## config.mk

```make
export PLATFORM = sky130hd
export DESIGN_NAME = fetch_unit
export DESIGN_NICKNAME = d
export VERILOG_FILES = /design/src/rtl/cpu_pkg.sv /design/src/rtl/fetch_unit.sv
export SDC_FILE = /design/constraint.sdc
export NUM_CORES = 1
export LEC_CHECK = 0
export CAP_MARGIN = 20
export CORE_MARGIN = 4
export CORE_UTILIZATION = 40
export DETAILED_ROUTE_END_ITERATION = 6
export SLEW_MARGIN = 20
export SYNTH_ARGS = -nofsm -noshare
export SYNTH_HDL_FRONTEND = slang
export SYNTH_SLANG_ARGS = --single-unit
```

## constraint.sdc

```tcl
create_clock -name clk -period 3 [get_ports clk]
set_input_delay 0.6 -clock clk [delete_from_list [all_inputs] [get_ports clk]]
set_output_delay 0.6 -clock clk [all_outputs]
set_load 0.05 [all_outputs]
```

## src/rtl/cpu_pkg.sv

```systemverilog
// Shared CPU definitions: fetch FSM states, the NOP encoding and the default
// reset vector used by the instruction-fetch stage.
package cpu_pkg;

  localparam logic [31:0] NOP_INST         = 32'h0000_0000;
  localparam logic [31:0] DEFAULT_RESET_PC = 32'h0000_0000;

  typedef enum logic [1:0] {
    ST_FETCH   = 2'd0,
    ST_WAIT    = 2'd1,
    ST_HOLD    = 2'd2,
    ST_DISCARD = 2'd3
  } fetch_state_t;

  // Sequential PC step; wraps modulo 2^32.
  function automatic logic [31:0] pcPlus4(input logic [31:0] pc);
    return pc + 32'd4;
  endfunction

endpackage

```

## src/rtl/fetch_unit.sv

```systemverilog
// Instruction-fetch stage: owns the PC, talks to the I-cache, absorbs misses,
// redirects and downstream stalls, and presents a registered instruction to ID.
module fetch_unit
  import cpu_pkg::*;
#(
  parameter logic [31:0] RESET_PC = DEFAULT_RESET_PC
) (
  input  logic        clk,
  input  logic        rst_n,
  input  logic        stall_i,
  input  logic        redirect_i,
  input  logic [31:0] redirect_pc_i,
  output logic        ICACHE_ren,
  output logic        ICACHE_wen,
  output logic [29:0] ICACHE_addr,
  output logic [31:0] ICACHE_wdata,
  input  logic        ICACHE_stall,
  input  logic [31:0] ICACHE_rdata,
  output logic [31:0] PC_4,
  output logic [31:0] inst,
  output logic        inst_valid
);

  localparam logic [31:0] PC_MASK = 32'hFFFF_FFFC;

  fetch_state_t r_state;
  logic [31:0]  r_pc;
  logic [31:0]  r_tgt;
  logic [31:0]  r_skid;
  logic [31:0]  r_skidPc4;
  logic [31:0]  r_inst;
  logic [31:0]  r_pc4;
  logic         r_valid;

  fetch_state_t w_nextState;
  logic [31:0]  w_nextPc;
  logic [31:0]  w_nextTgt;
  logic [31:0]  w_nextSkid;
  logic [31:0]  w_nextSkidPc4;
  logic [31:0]  w_nextInst;
  logic [31:0]  w_nextPc4;
  logic         w_nextValid;
  logic         w_ren;
  logic [31:0]  w_redirPc;
  logic [31:0]  w_pcPlus4;

  assign w_redirPc = redirect_pc_i & PC_MASK;
  assign w_pcPlus4 = pcPlus4(r_pc);

  // Next-state, PC, skid and output-register logic; everything holds by default.
  always_comb begin
    w_nextState   = r_state;
    w_nextPc      = r_pc;
    w_nextTgt     = r_tgt;
    w_nextSkid    = r_skid;
    w_nextSkidPc4 = r_skidPc4;
    w_nextInst    = r_inst;
    w_nextPc4     = r_pc4;
    w_nextValid   = r_valid;
    w_ren         = 1'b0;

    case (r_state)
      ST_FETCH: begin
        w_ren = ~stall_i;
        if (redirect_i) begin
          w_nextInst  = NOP_INST;
          w_nextValid = 1'b0;
          // A request that the cache has accepted but not finished must drain first.
          if (!stall_i && ICACHE_stall) begin
            w_nextTgt   = w_redirPc;
            w_nextState = ST_DISCARD;
          end else begin
            w_nextPc = w_redirPc;
          end
        end else if (!stall_i && !ICACHE_stall) begin
          w_nextInst  = ICACHE_rdata;
          w_nextPc4   = w_pcPlus4;
          w_nextValid = 1'b1;
          w_nextPc    = w_pcPlus4;
        end else if (!stall_i) begin
          w_nextInst  = NOP_INST;
          w_nextValid = 1'b0;
          w_nextState = ST_WAIT;
        end
      end

      ST_WAIT: begin
        w_ren = 1'b1;
        if (redirect_i) begin
          w_nextInst  = NOP_INST;
          w_nextValid = 1'b0;
          w_nextTgt   = w_redirPc;
          w_nextState = ST_DISCARD;
        end else if (!ICACHE_stall) begin
          if (!stall_i) begin
            w_nextInst  = ICACHE_rdata;
            w_nextPc4   = w_pcPlus4;
            w_nextValid = 1'b1;
            w_nextPc    = w_pcPlus4;
            w_nextState = ST_FETCH;
          end else begin
            w_nextSkid    = ICACHE_rdata;
            w_nextSkidPc4 = w_pcPlus4;
            w_nextState   = ST_HOLD;
          end
        end else if (!stall_i) begin
          w_nextInst  = NOP_INST;
          w_nextValid = 1'b0;
        end
      end

      ST_HOLD: begin
        if (redirect_i) begin
          w_nextInst  = NOP_INST;
          w_nextValid = 1'b0;
          w_nextPc    = w_redirPc;
          w_nextState = ST_FETCH;
        end else if (!stall_i) begin
          w_nextInst  = r_skid;
          w_nextPc4   = r_skidPc4;
          w_nextValid = 1'b1;
          w_nextPc    = w_pcPlus4;
          w_nextState = ST_FETCH;
        end
      end

      ST_DISCARD: begin
        w_ren = 1'b1;
        if (redirect_i) begin
          w_nextInst  = NOP_INST;
          w_nextValid = 1'b0;
          if (!ICACHE_stall) begin
            w_nextPc    = w_redirPc;
            w_nextState = ST_FETCH;
          end else begin
            w_nextTgt = w_redirPc;
          end
        end else if (!ICACHE_stall) begin
          w_nextPc    = r_tgt;
          w_nextState = ST_FETCH;
        end
      end

      default: begin
        w_nextState = ST_FETCH;
      end
    endcase
  end

  always_ff @(posedge clk) begin
    if (!rst_n) begin
      r_state   <= ST_FETCH;
      r_pc      <= RESET_PC & PC_MASK;
      r_tgt     <= 32'h0;
      r_skid    <= 32'h0;
      r_skidPc4 <= 32'h0;
      r_inst    <= NOP_INST;
      r_pc4     <= 32'h0;
      r_valid   <= 1'b0;
    end else begin
      r_state   <= w_nextState;
      r_pc      <= w_nextPc;
      r_tgt     <= w_nextTgt;
      r_skid    <= w_nextSkid;
      r_skidPc4 <= w_nextSkidPc4;
      r_inst    <= w_nextInst;
      r_pc4     <= w_nextPc4;
      r_valid   <= w_nextValid;
    end
  end

  assign ICACHE_ren   = w_ren;
  assign ICACHE_wen   = 1'b0;
  assign ICACHE_addr  = r_pc[31:2];
  assign ICACHE_wdata = 32'h0;
  assign PC_4         = r_pc4;
  assign inst         = r_inst;
  assign inst_valid   = r_valid;

endmodule

```

==> summary.txt, run 1 <==
Status
  • Status: finished, final reports clean

CTS
  • Total CTS buffers: 17
  • CTS root buffer: clkbuf_16
  • CTS resizes: 0
  • Number of buffers added for setup after CTS: 0
  • Clock latency on the worst-skew pair: between 0.4 and 0.5 ns
  • CTS tree: yes
  • Cts hold-fix bufs: 0
  • Clock H-tree levels: 4
  • Clock buffer depth: 2
  • Clock Pin Slew Worst Setup and Hold Paths: 0.07 ns
  • Sink Count: ~190

Worst setup path
  • Reg2reg path depth: 5
  • WP buf/inv: 3
  • CP endpoint kind: primary output
  • Worst EP required: 2.40 ns
  • FF-to-FF setup slack: 0.44 ns
  • Startpoint types: flop
  • Crit path largest cell delay: 0.33 ns
  • Setup CP Type: flop to primary output
  • WP depth: 7
  • Largest delay share family, worst path: simple AND/OR/NAND/NOR gates
  • CP Max Fanout: 7
  • Crit path DAT: roughly 2.2 ns
  • Critical path's slowest cell: dfxtp_1
  • Critical-path cell list: inv_1 > ha_1 > buf_4 > nor2b_1 > nor3_1 > nor2_2 > buf_12

Placed design
  • Port Buffer Count: between 150 and 200
  • DP Worst Slack: between 0.2 and 0.3 ns
  • Detailed Place HPWL: 23600 microns
  • Placed instance count: about 1.7k
  • Placer Congestion: about 0.94

Logic synthesis
  • Top-count cell post-synth: dfxtp_1
  • Number of synthesized flops with an enable pin: 0
  • Post-Syn Area per Cell: 7.87 sq um
  • Top_reg_cell synth: dfxtp_1
  • Seq/Total Area, Yosys: a little under two fifths
  • Synthesized area: roughly 10000 sq um
  • Top post-synthesis cells by count: 187 x dfxtp_1, 172 x nand2_1, 110 x a21oi_1
  • Synth warn: 0
  • Post-synthesis cell type count: 74
  • Ys async rst share: 0%
  • Register bit total from synthesis: roughly 190
  • Syn Inst Count: between 1k and 1.5k
  • Synth top area share: 37.0%
  • Area leader, netlist: dfxtp_1
  • Largest cells by area after synthesis: dfxtp_1 37%, nand2_1 6.4%, a21oi_1 5.4%, mux2i_1 3.8%, nor2_1 3.4%

Pwr
  • Leakage power: roughly 4.5 nW
  • Worst ir drop on vdd: 0.499 mV
  • Power Total: 0.0114 W
  • Pwr dens: ~900 nW/um^2

Cells and area
  • Filler Cells Inserted: between 2k and 2.5k
  • Multi-input gate area: 5670 sq um
  • Fin cells: 1737
  • # diodes: 0
  • Layout cells sized above 1: around 10%
  • Fin nets: 1474
  • Area grow syn2layout: 24.6%
  • Register area: ~3700 sq um

Floorplan
  • Die W: between 150 and 200 microns
  • Core box area: around 25000 sq um
  • Core Rows: 57
  • Die area: between 20000 and 30000 sq um
  • IO Count: 198
  • Die H: 167 microns
  • Initial core utilization: about two fifths

Global routing
  • Global route overflow: 0
  • Global-route wire length before repair: 52700 microns
  • Largest net degree at the start of global routing: 90
  • Initial antenna violation count: 0
  • Vias in the first global route: between 9k and 10k
  • GR Util All Layers: a little under a quarter

Worst hold path
  • Worst Hold Depth: 2
  • Hold Crit Class: flop to flop

Timing
  • Actual slew at the worst max-slew pin: roughly 0.9 ns
  • Worst Setup Slack, final: about 0.2 ns
  • RSZ-0062 raised after global routing: no
  • Final setup viols: 0
  • Final Max Slew Viols: 0
  • WHS: approximately 0.45 ns
  • Final period util: 93.2%
  • F_max: ~360 MHz
  • Crit path time final: about 2.8 ns
  • Slew headroom: roughly 41%
  • Fin. Hold Viols: 0
  • Fin Setup TNS: 0 ns
  • Setup Skew: 0.0128 ns

Route
  • Vias per std cell: 5.76
  • Routed wire length: 33800 microns
  • Drt initial violations: 942
  • Drt wl/cell: roughly 19 microns
  • Final ANT Viol Nets: 0
  • Residual DRC count: 0
  • Vias: roughly 10k
  • Drt first pass iters: 5

Flow run
  • MaxCap Viol Count: 0
worst paths after layout:
path / from / to
worst max-delay path: r_state[0] / ICACHE_ren
worst min-delay path: r_skidPc4[8] / r_skidPc4[8]
worst max register to register: r_pc[21] / r_pc[30]
worst min register to register: r_skidPc4[8] / r_skidPc4[8]
layout make-up:
class	instances	share of cell area, %
clock buffer	17	3.38
inverter	15	0.467
timing repair buffer	214	16.5
multi-input combinational	965	45.0
tap	324	3.22
clock inverter	15	1.64
sequential	187	29.7
kinds of logic (layout without fill, tap and decap cells):
logic type                 count (synthesis)  after routing  share of synthesized area [%]
adders and majority gates                  5              5                          0.619
buffers and inverters                    166            261                           8.53
other                                      1             35                         0.0371
xor gates and xnor gates                  20             20                           1.73
muxes                                     39             39                           3.87
and+or+nand+nor                          490            490                           23.5
AOI/OAI and AO/OA                        376            376                           24.6
DFF                                      187            187                           37.0
state kept, by name, indices dropped and copies added, names as in the netlist:
signal      count
r_tgt          30
PC_4           30
r_skidPc4      30
inst_valid      1
r_skid         32
inst           32
r_state         2
r_pc           30
worst register-to-register path, stage by stage, from the launching register on:
cell and delay, ns:
dfxtp_1 0.61, and4_2 0.36, nand4_1 0.30, nor4_1 0.83
o21ai_0 0.21, a31oi_1 0.19
where the power goes:
group,leakage (nW),switching [W],internal (W)
sequential,1.52,0.000532,0.00289
clock,0.301,0.00121,0.00116
combinational,2.65,0.00369,0.00188
layer usage:
metal | wire length, microns | vias up | global-route usage, %
met5 | 0 | - | 0
met4 | 706 | 0 | 6.65
met3 | 2990 | 43 | 4.60
met2 | 14500 | 465 | 34.1
met1 | 15500 | 4672 | 34.6
li1 | - | 4820 | -
cell usage in the layout, fill, tap and decap left out, types with 8 or more instances in the layout:
cell             synthesis  final
nor2b_1                 10     10
nand2_1                172    172
nor3_1                  65     65
a22o_1                  13     13
a31oi_1                  8      8
nor2_1                  91     90
clkdlybuf4s50_1          0    157
nand4_1                 15     15
inv_1                   13     13
a221oi_1                15     15
mux2i_1                 38     38
o21ai_0                 64     63
o21a_1                  12     12
o22ai_1                 18     18
clkbuf_16                0     17
a22oi_1                 42     42
conb_1                   1     35
nand3_1                 28     28
o2111ai_1               18     18
or2_2                   36     36
a21oi_1                110    110
dfxtp_1                187    187
a211oi_1                12     11
nand2b_1                10     10
xor2_1                   8      8
buf_4                   41     48
nor4_1                  11     10
xnor2_1                 12     12
and3_1                  11     11
metrics by stage:
| step | instance area [sq um] | utilization (%) |
|---|---|---|
| after CTS | 12600 | 51.2 |
| final | 12600 | 51.2 |
| after global placement | 12000 | 48.6 |
| after floorplan | 10200 | - |
| after detailed placement | 12000 | 48.6 |
| after global routing | 12600 | 51.2 |
(Power assumes the default switching activity.)
==> run 2: changes to the inputs <==
--- a/config.mk
+++ b/config.mk
@@ -9,6 +9,7 @@
 export CORE_MARGIN = 4
 export CORE_UTILIZATION = 40
 export DETAILED_ROUTE_END_ITERATION = 6
+export HOLD_SLACK_MARGIN = 0.02
 export SLEW_MARGIN = 20
 export SYNTH_ARGS = -nofsm -noshare
 export SYNTH_HDL_FRONTEND = slang
==> results of run 2 <==
Same layout as run 1: the final DEF is identical, and so are final timing and power.
